===== config.mk =====
export PLATFORM = sky130hd
export DESIGN_NAME = sw_debounce
export DESIGN_NICKNAME = d
export VERILOG_FILES = /design/src/rtl/sw_debounce_pkg.sv /design/src/rtl/sw_debounce_chan.sv /design/src/rtl/sw_debounce.sv
export SDC_FILE = /design/constraint.sdc
export NUM_CORES = 1
export LEC_CHECK = 0
export CORE_MARGIN = 2
export CORE_UTILIZATION = 54
export DETAILED_ROUTE_END_ITERATION = 16
export PLACE_DENSITY = 0.81
export SLEW_MARGIN = 20
export SYNTH_ARGS = -nofsm -noshare
export SYNTH_HDL_FRONTEND = slang
export SYNTH_SLANG_ARGS = --single-unit

===== constraint.sdc =====
create_clock -name CLK -period 2.1 [get_ports CLK]
set_input_delay 0.63 -clock CLK [delete_from_list [all_inputs] [get_ports CLK]]
set_output_delay 0.63 -clock CLK [all_outputs]
set_load 0.01 [all_outputs]

===== src/rtl/sw_debounce_pkg.sv =====
// Shared types and defaults for the slide-switch debouncer.
package sw_debounce_pkg;

  localparam int unsigned CNT_MAX_50MHZ_1MS = 50000;

  typedef enum logic [1:0] {
    S_LOW,
    S_WAIT_H,
    S_HIGH,
    S_WAIT_L
  } db_state_t;

endpackage


===== src/rtl/sw_debounce_chan.sv =====
// One debounce channel: two-flop synchroniser, stability counter and a
// four-state FSM driving registered level/rise/fall/toggle outputs.
module sw_debounce_chan
  import sw_debounce_pkg::*;
#(
  parameter int unsigned CNT_MAX = CNT_MAX_50MHZ_1MS,
  parameter int unsigned CNT_W   = $clog2(CNT_MAX + 1)
) (
  input  logic CLK,
  input  logic NRST,
  input  logic sw_in,
  output logic sw_level,
  output logic sw_rise,
  output logic sw_fall,
  output logic sw_toggle
);

  localparam logic [CNT_W-1:0] CNT_LAST = CNT_W'(CNT_MAX);
  localparam logic [CNT_W-1:0] CNT_ONE  = CNT_W'(1);

  logic             ff1_q;
  logic             sync_q;
  db_state_t        state_q;
  logic [CNT_W-1:0] cnt_q;
  logic             level_q;
  logic             rise_q;
  logic             fall_q;
  logic             toggle_q;

  // NOTE: non-blocking assignments make ff1_q and sync_q two real flops;
  // blocking here would collapse the synchroniser into a single stage.
  always_ff @(posedge CLK or negedge NRST) begin
    if (!NRST) begin
      ff1_q  <= 1'b0;
      sync_q <= 1'b0;
    end else begin
      ff1_q  <= sw_in;
      sync_q <= ff1_q;
    end
  end

  always_ff @(posedge CLK or negedge NRST) begin
    if (!NRST) begin
      state_q  <= S_LOW;
      cnt_q    <= '0;
      level_q  <= 1'b0;
      rise_q   <= 1'b0;
      fall_q   <= 1'b0;
      toggle_q <= 1'b0;
    end else begin
      rise_q <= 1'b0;
      fall_q <= 1'b0;
      case (state_q)
        S_LOW: begin
          if (sync_q) begin
            state_q <= S_WAIT_H;
            cnt_q   <= CNT_ONE;
          end
        end
        S_WAIT_H: begin
          if (!sync_q) begin
            state_q <= S_LOW;
            cnt_q   <= '0;
          end else if (cnt_q == CNT_LAST) begin
            state_q  <= S_HIGH;
            cnt_q    <= '0;
            level_q  <= 1'b1;
            rise_q   <= 1'b1;
            toggle_q <= ~toggle_q;
          end else begin
            cnt_q <= cnt_q + CNT_ONE;
          end
        end
        S_HIGH: begin
          if (!sync_q) begin
            state_q <= S_WAIT_L;
            cnt_q   <= CNT_ONE;
          end
        end
        S_WAIT_L: begin
          if (sync_q) begin
            state_q <= S_HIGH;
            cnt_q   <= '0;
          end else if (cnt_q == CNT_LAST) begin
            state_q <= S_LOW;
            cnt_q   <= '0;
            level_q <= 1'b0;
            fall_q  <= 1'b1;
          end else begin
            cnt_q <= cnt_q + CNT_ONE;
          end
        end
        default: begin
          state_q <= S_LOW;
          cnt_q   <= '0;
        end
      endcase
    end
  end

  assign sw_level  = level_q;
  assign sw_rise   = rise_q;
  assign sw_fall   = fall_q;
  assign sw_toggle = toggle_q;

endmodule


===== src/rtl/sw_debounce.sv =====
// Debounces NB_SW independent slide switches; one channel instance per switch.
module sw_debounce
  import sw_debounce_pkg::*;
#(
  parameter int unsigned NB_SW   = 2,
  parameter int unsigned CNT_MAX = CNT_MAX_50MHZ_1MS,
  parameter int unsigned CNT_W   = $clog2(CNT_MAX + 1)
) (
  input  logic             CLK,
  input  logic             NRST,
  input  logic [NB_SW-1:0] sw_in,
  output logic [NB_SW-1:0] sw_level,
  output logic [NB_SW-1:0] sw_rise,
  output logic [NB_SW-1:0] sw_fall,
  output logic [NB_SW-1:0] sw_toggle
);

  for (genvar i = 0; i < NB_SW; i++) begin : g_chan
    sw_debounce_chan #(
      .CNT_MAX(CNT_MAX),
      .CNT_W  (CNT_W)
    ) u_chan (
      .CLK      (CLK),
      .NRST     (NRST),
      .sw_in    (sw_in[i]),
      .sw_level (sw_level[i]),
      .sw_rise  (sw_rise[i]),
      .sw_fall  (sw_fall[i]),
      .sw_toggle(sw_toggle[i])
    );
  end

endmodule


# Yosys cells after proc, flatten, opt, wreduce, memory -nomap -nowiden
# Index checks and enable logic that the tools add are counted.
[word_totals]
reg_bits = 48
inputBits = 4
output_inout_bits = 8
elab_cells = 102
[classes]
n_addsub = 2
n_eq_ne = 24
muxes = 46
n_bitwise = 2
n_reduce_logical = 12
[op_table]
columns = ["op", "count"]
rows = [
  ["2-to-1 mux 16 bit", 10],
  ["one-hot mux 16 bit (4 select lines)", 2],
  ["adder 16 x 1 -> 16 bit, second input constant", 2],
  ["equality test 16 bit, second input constant", 2],
  ["2-to-1 mux 2 bit", 12],
  ["2-to-1 mux 1 bit", 18],
  ["!= test 2 x 1 -> 1 bit, second input constant", 8],
  ["one-hot mux 2 bit (4 select lines)", 2],
  ["AND reduction 5 bit", 2],
  ["equality test 2 bit, second input constant", 4],
  ["!= test 2 bit, second input constant", 4],
  ["AND reduction 4 bit", 2],
  ["!= test 3 x 1 -> 1 bit, second input constant", 2],
  ["!= test 3 bit, second input constant", 2],
  ["AND reduction 3 bit", 2],
  ["equality test 2 x 1 -> 1 bit, second input constant", 2],
  ["logical NOT 2 bit", 2],
  ["one-hot mux 1 bit (2 select lines)", 2],
  ["AND reduction 2 bit", 2],
  ["nonzero test 2 bit", 2],
  ["NOT 1 bit", 2],
]

# Longest topological paths before layout
[logic_depth]
ltp_word = 4
ltp_mapped = 9
ltp_nobuf = 7

# By module
# From an unflattened synthesis, not the netlist that was laid out.
[hier_totals]
cells_unflattened = 247
hier_area_um2 = 2451.1
[by_module_without_submodules]
columns = ["mod", "n_inst", "cells_each", "area_per_inst_um2", "seq_area_each_um2"]
rows = [
  ["sw_debounce_chan at g_chan[1].u_chan", 1, 121, 1249.9, 600.6],
  ["sw_debounce_chan at g_chan[0].u_chan", 1, 126, 1201.2, 600.6],
]

# Worst setup path after synthesis
# Ideal clock, no wire load.
[synth_path]
path_type = "reg2reg"
startpoint = "register g_chan[1].u_chan.cnt_q[11]"
endpoint = "register with a tool-made name"
t_arrival_ns = 1.847
required_time_ns = 1.975
slack_ns = 0.128
stages_incl_launch_ff = 8
n_path_buf = 2
cell_sequence = "dfrtp_1 -> buf_6 -> or4b_4 -> nor4_4 -> or2_1 -> buf_6 -> nand2_2 -> mux2_4"
[synth_lines]
columns = ["element", "line_no", "rtl"]
rows = [
  ["start: declaration", "sw_debounce_chan.sv:24", "logic [CNT_W-1:0] cnt_q;"],
  ["start signal: assignment", "sw_debounce_chan.sv:71", "cnt_q <= cnt_q + CNT_ONE;"],
  ["start signal: assignment", "sw_debounce_chan.sv:90", "cnt_q <= cnt_q + CNT_ONE;"],
]

==> out/results.tsv <==
stage	metric	value	unit
place	Final GP Congestion	0.8938	
grt	GR Overflow Total	0	
grt	met1 Use GR	0.2765	
cts	TritonCTS Buffers	5	
critical_path	CP required	2.30	ns
finish	Layout area overhead	13.05	%
floorplanning	starting density of the core	0.5714	
yosys	sequential element share of the synthesized area	0.4762	
yosys	#FFs+latches synth	48	
sta	Fmax achieved	483.9	MHz
yosys	Mapped Avg Cell Area	9.483	sq um
routing	DR pass1 iterations	4	
critical_path	Crit. End Element	flop	
sta	Final Skew	0.01101	ns
yosys	Cell Area, Synth	2522	sq um
yosys	cell with the most instances after synthesis	dfrtp_1	
yosys	ys flop type	dfrtp_1	
yosys	Synthesis Warnings	0	
grt	gr usage total	0.2158	
routing	Final ANT Viol Nets	0	
yosys	post-synth top area share	0.4762	
yosys	Cell variety after synth	46	
critical_path	Critical Path Fanout Max	4	
floorplanning	Die H	72.35	um
cts	Worst-path clk slew	0.09	ns
grt	vias in the first global route	1863	
floorplanning	core box area	4414	sq um
sta	Final Max Tran Viols	0	
critical_path	CP startpoint kind	flop	
run_status	outcome	complete, no violations	
yosys	EDFF count, synth	0	
grt	initial antenna violation count	0	
routing	initial drt markers	141	
yosys	Post-Synthesis Cells	266	
critical_path	crit path launch	g_chan[0].u_chan.cnt_q[5]$_DFFE_PN0P_	
yosys	Post-Syn Nets	274	
routing	WL/cell	15.46	um
critical_path	critical path arrival	2.27	ns
routing	routed vias/inst	6.091	
sta	unrepaired setup endpoints after global routing	yes	
finish	Final #Nets	295	
floorplanning	IO Pins	12	
pwr	Worst VDD drop	0.6016	mV
grt	met3 Use GR	0.05833	
sta	Hold Fails Final Rpt	0	
finish	Ant. Diodes	0	
cts	TritonCTS clock tree	done	
floorplanning	Die ar.	5234	sq um
sta	Final Critical Period	2.066	ns
cts	H-tree depth reported by CTS	2	
sta	Tcrit/Tclk final	0.9840	
cts	worst-skew pair later-pin latency	0.31	ns
sta	Final setup viols	0	
yosys	post-synth top area cell	dfrtp_1	
routing	vias	2071	
cts	Clock Path Buffers	2	
finish	final instance area	2851	sq um
cts	CTS Sinks	48	
critical_path	CP Class	flop to flop	
pwr	pwr dens	779.6	nW/um^2
sta	Slew headroom	0.6259	
critical_path	worst r2r src	g_chan[0].u_chan.cnt_q[5]$_DFFE_PN0P_	
yosys	most common library cells after synthesis	dfrtp_1 (48), nand2_1 (25), a31oi_1 (22)	
yosys	synth top area cells	dfrtp_1 (48%), a31oi_1 (5.5%), o21ai_0 (4.0%)	
grt	first-pass GRT wire length	8.666	mm
pwr	leakage	1.223	nW
grt	busiest grt layer	met2	
floorplanning	chip width	72.35	um
sta	worst-margin pin slew	0.5560	ns
sta	setup TNS	0	ns
grt	largest net degree at the start of global routing	20	
place	Cell Area, Placed	2700	sq um
yosys	ys async rst share	1.000	
min_path	HP Class	input pin to asynchronous set/reset pin	
cts	# hold bufs at CTS	0	
routing	Post-route DRC	0	
cts	Root Driver	clkbuf_8	
place	DP Wirelength	3.697	mm
routing	Detailed Route WL	5.258	mm
place	port bufs	11	
grt	met2 Usage GRT	0.3486	
finish	fraction of layout cells with a size suffix above 1	0.1701	
floorplanning	row count	24	
flow_run	Max Cap Violations	0	
## repair_timing
action	CTS	global route
setup endpoints to repair	0	16
buffers inserted	0	4
resized for setup	0	6
## stage by stage
step / power (mW) / hold slack [ns] / worst slack [ns] / cells / util
2_1_floorplan: 1.464 / 0.3312 / 0.1277 / 266 / -
3_3_place_gp: 1.597 / 0.3326 / 0.1038 / 328 / 0.6117
3_5_place_dp: 1.614 / 0.3347 / 0.01887 / 328 / 0.6117
5_1_grt: 2.346 / 0.2616 / -0.06771 / 340 / 0.6460
4_1_cts: 2.209 / 0.2506 / 0.01106 / 336 / 0.6335
6_report: 2.223 / 0.2355 / 0.03364 / 340 / 0.6460
## cells in the final DEF (no fill, tap or decap), types with 2 or more instances in the layout
cell / synthesis / routed
a21o_1: 2 / 2
a21oi_1: 15 / 15
a31oi_1: 22 / 22
a41oi_1: 2 / 2
and2_1: 2 / 2
and4_1: 2 / 2
buf_4: 9 / 21
clkbuf_8: 0 / 6
clkdlybuf4s50_1: 0 / 10
dfrtp_1: 48 / 48
ha_1: 4 / 4
inv_1: 12 / 12
mux2_2: 2 / 2
nand2_1: 25 / 25
nand3_1: 18 / 18
nand4_1: 7 / 7
nand4b_1: 2 / 2
nor2_1: 15 / 14
nor3_1: 6 / 6
nor3b_1: 2 / 2
nor4_1: 3 / 3
nor4_4: 2 / 2
nor4b_1: 2 / 2
o21a_1: 2 / 2
o21ai_0: 20 / 20
or2_2: 3 / 3
or3_1: 6 / 6
or4b_4: 2 / 2
xor2_1: 5 / 5
## metal layers
| metal | share of wire | vias to the layer above |
|---|---|---|
| li1 | - | 998 |
| met1 | 0.45 | 1011 |
| met2 | 0.48 | 51 |
| met3 | 0.045 | 11 |
| met4 | 0.023 | 0 |
| met5 | 0 | - |
## state kept, by name, summed over array words and instances (netlist names), named ones only
| name | count |
|---|---|
| g_chan.u_chan.ff1_q | 2 |
| g_chan.u_chan.sync_q | 2 |
| g_chan.u_chan.cnt_q | 32 |
| g_chan.u_chan.sw_fall | 2 |
| g_chan.u_chan.sw_rise | 2 |
| g_chan.u_chan.sw_level | 2 |
| g_chan.u_chan.state_q | 2 |
| g_chan.u_chan.sw_toggle | 2 |
## cell type report
cell class	count	area [sq um]
Timing Repair Buffer	32	262.8
Clock inverter	2	13.76
Tap cell	52	65.06
Inverter	12	45.04
Multi-Input combinational cell	188	1181
Fill cell	339	1563
Sequential cell	48	1201
Clock buffer	6	82.58
## critical path, cell delays in order (launching register included)
cell and delay [ns]:
dfrtp_1 0.43, or4_4 0.57, nor4_4 0.30, buf_4 0.20, nand2_4 0.06, buf_4 0.14, mux2_2 0.25
## cells by family (layout without fill, tap and decap cells)
logic type / after synthesis / after routing / synth area share
xor gates and xnor gates: 5 / 5 / 0.01736
AOI/OAI and AO/OA: 69 / 69 / 0.1622
DFF: 48 / 48 / 0.4762
and+or+nand+nor: 107 / 107 / 0.2441
buffers and inverters: 30 / 52 / 0.06547
muxes: 3 / 3 / 0.01488
adders and majority gates: 4 / 4 / 0.01984
## path summary, 6_finish.rpt
path,end,depth (start not counted),slack (ns)
worst max-delay path,flop,6,0.03
worst min-delay path,g_chan[0].u_chan.cnt_q[2]$_DFFE_PN0P_,1,0.24
worst max register to register,flop,6,0.03
worst min register to register,g_chan[0].u_chan.sync_q$_DFF_PN0_,0,0.35
max in group asynchronous,g_chan[1].u_chan.cnt_q[10]$_DFFE_PN0P_,2,1.26
min in group CLK,g_chan[0].u_chan.sync_q$_DFF_PN0_,0,0.35
## where the power goes
group,leakage [nW],total (mW),internal [mW],switching (mW)
clock network,0.0516,0.598,0.270,0.328
registers,0.647,1.07,0.985,0.0798
logic,0.524,0.560,0.223,0.337
Power figures use the tool's default switching activity.
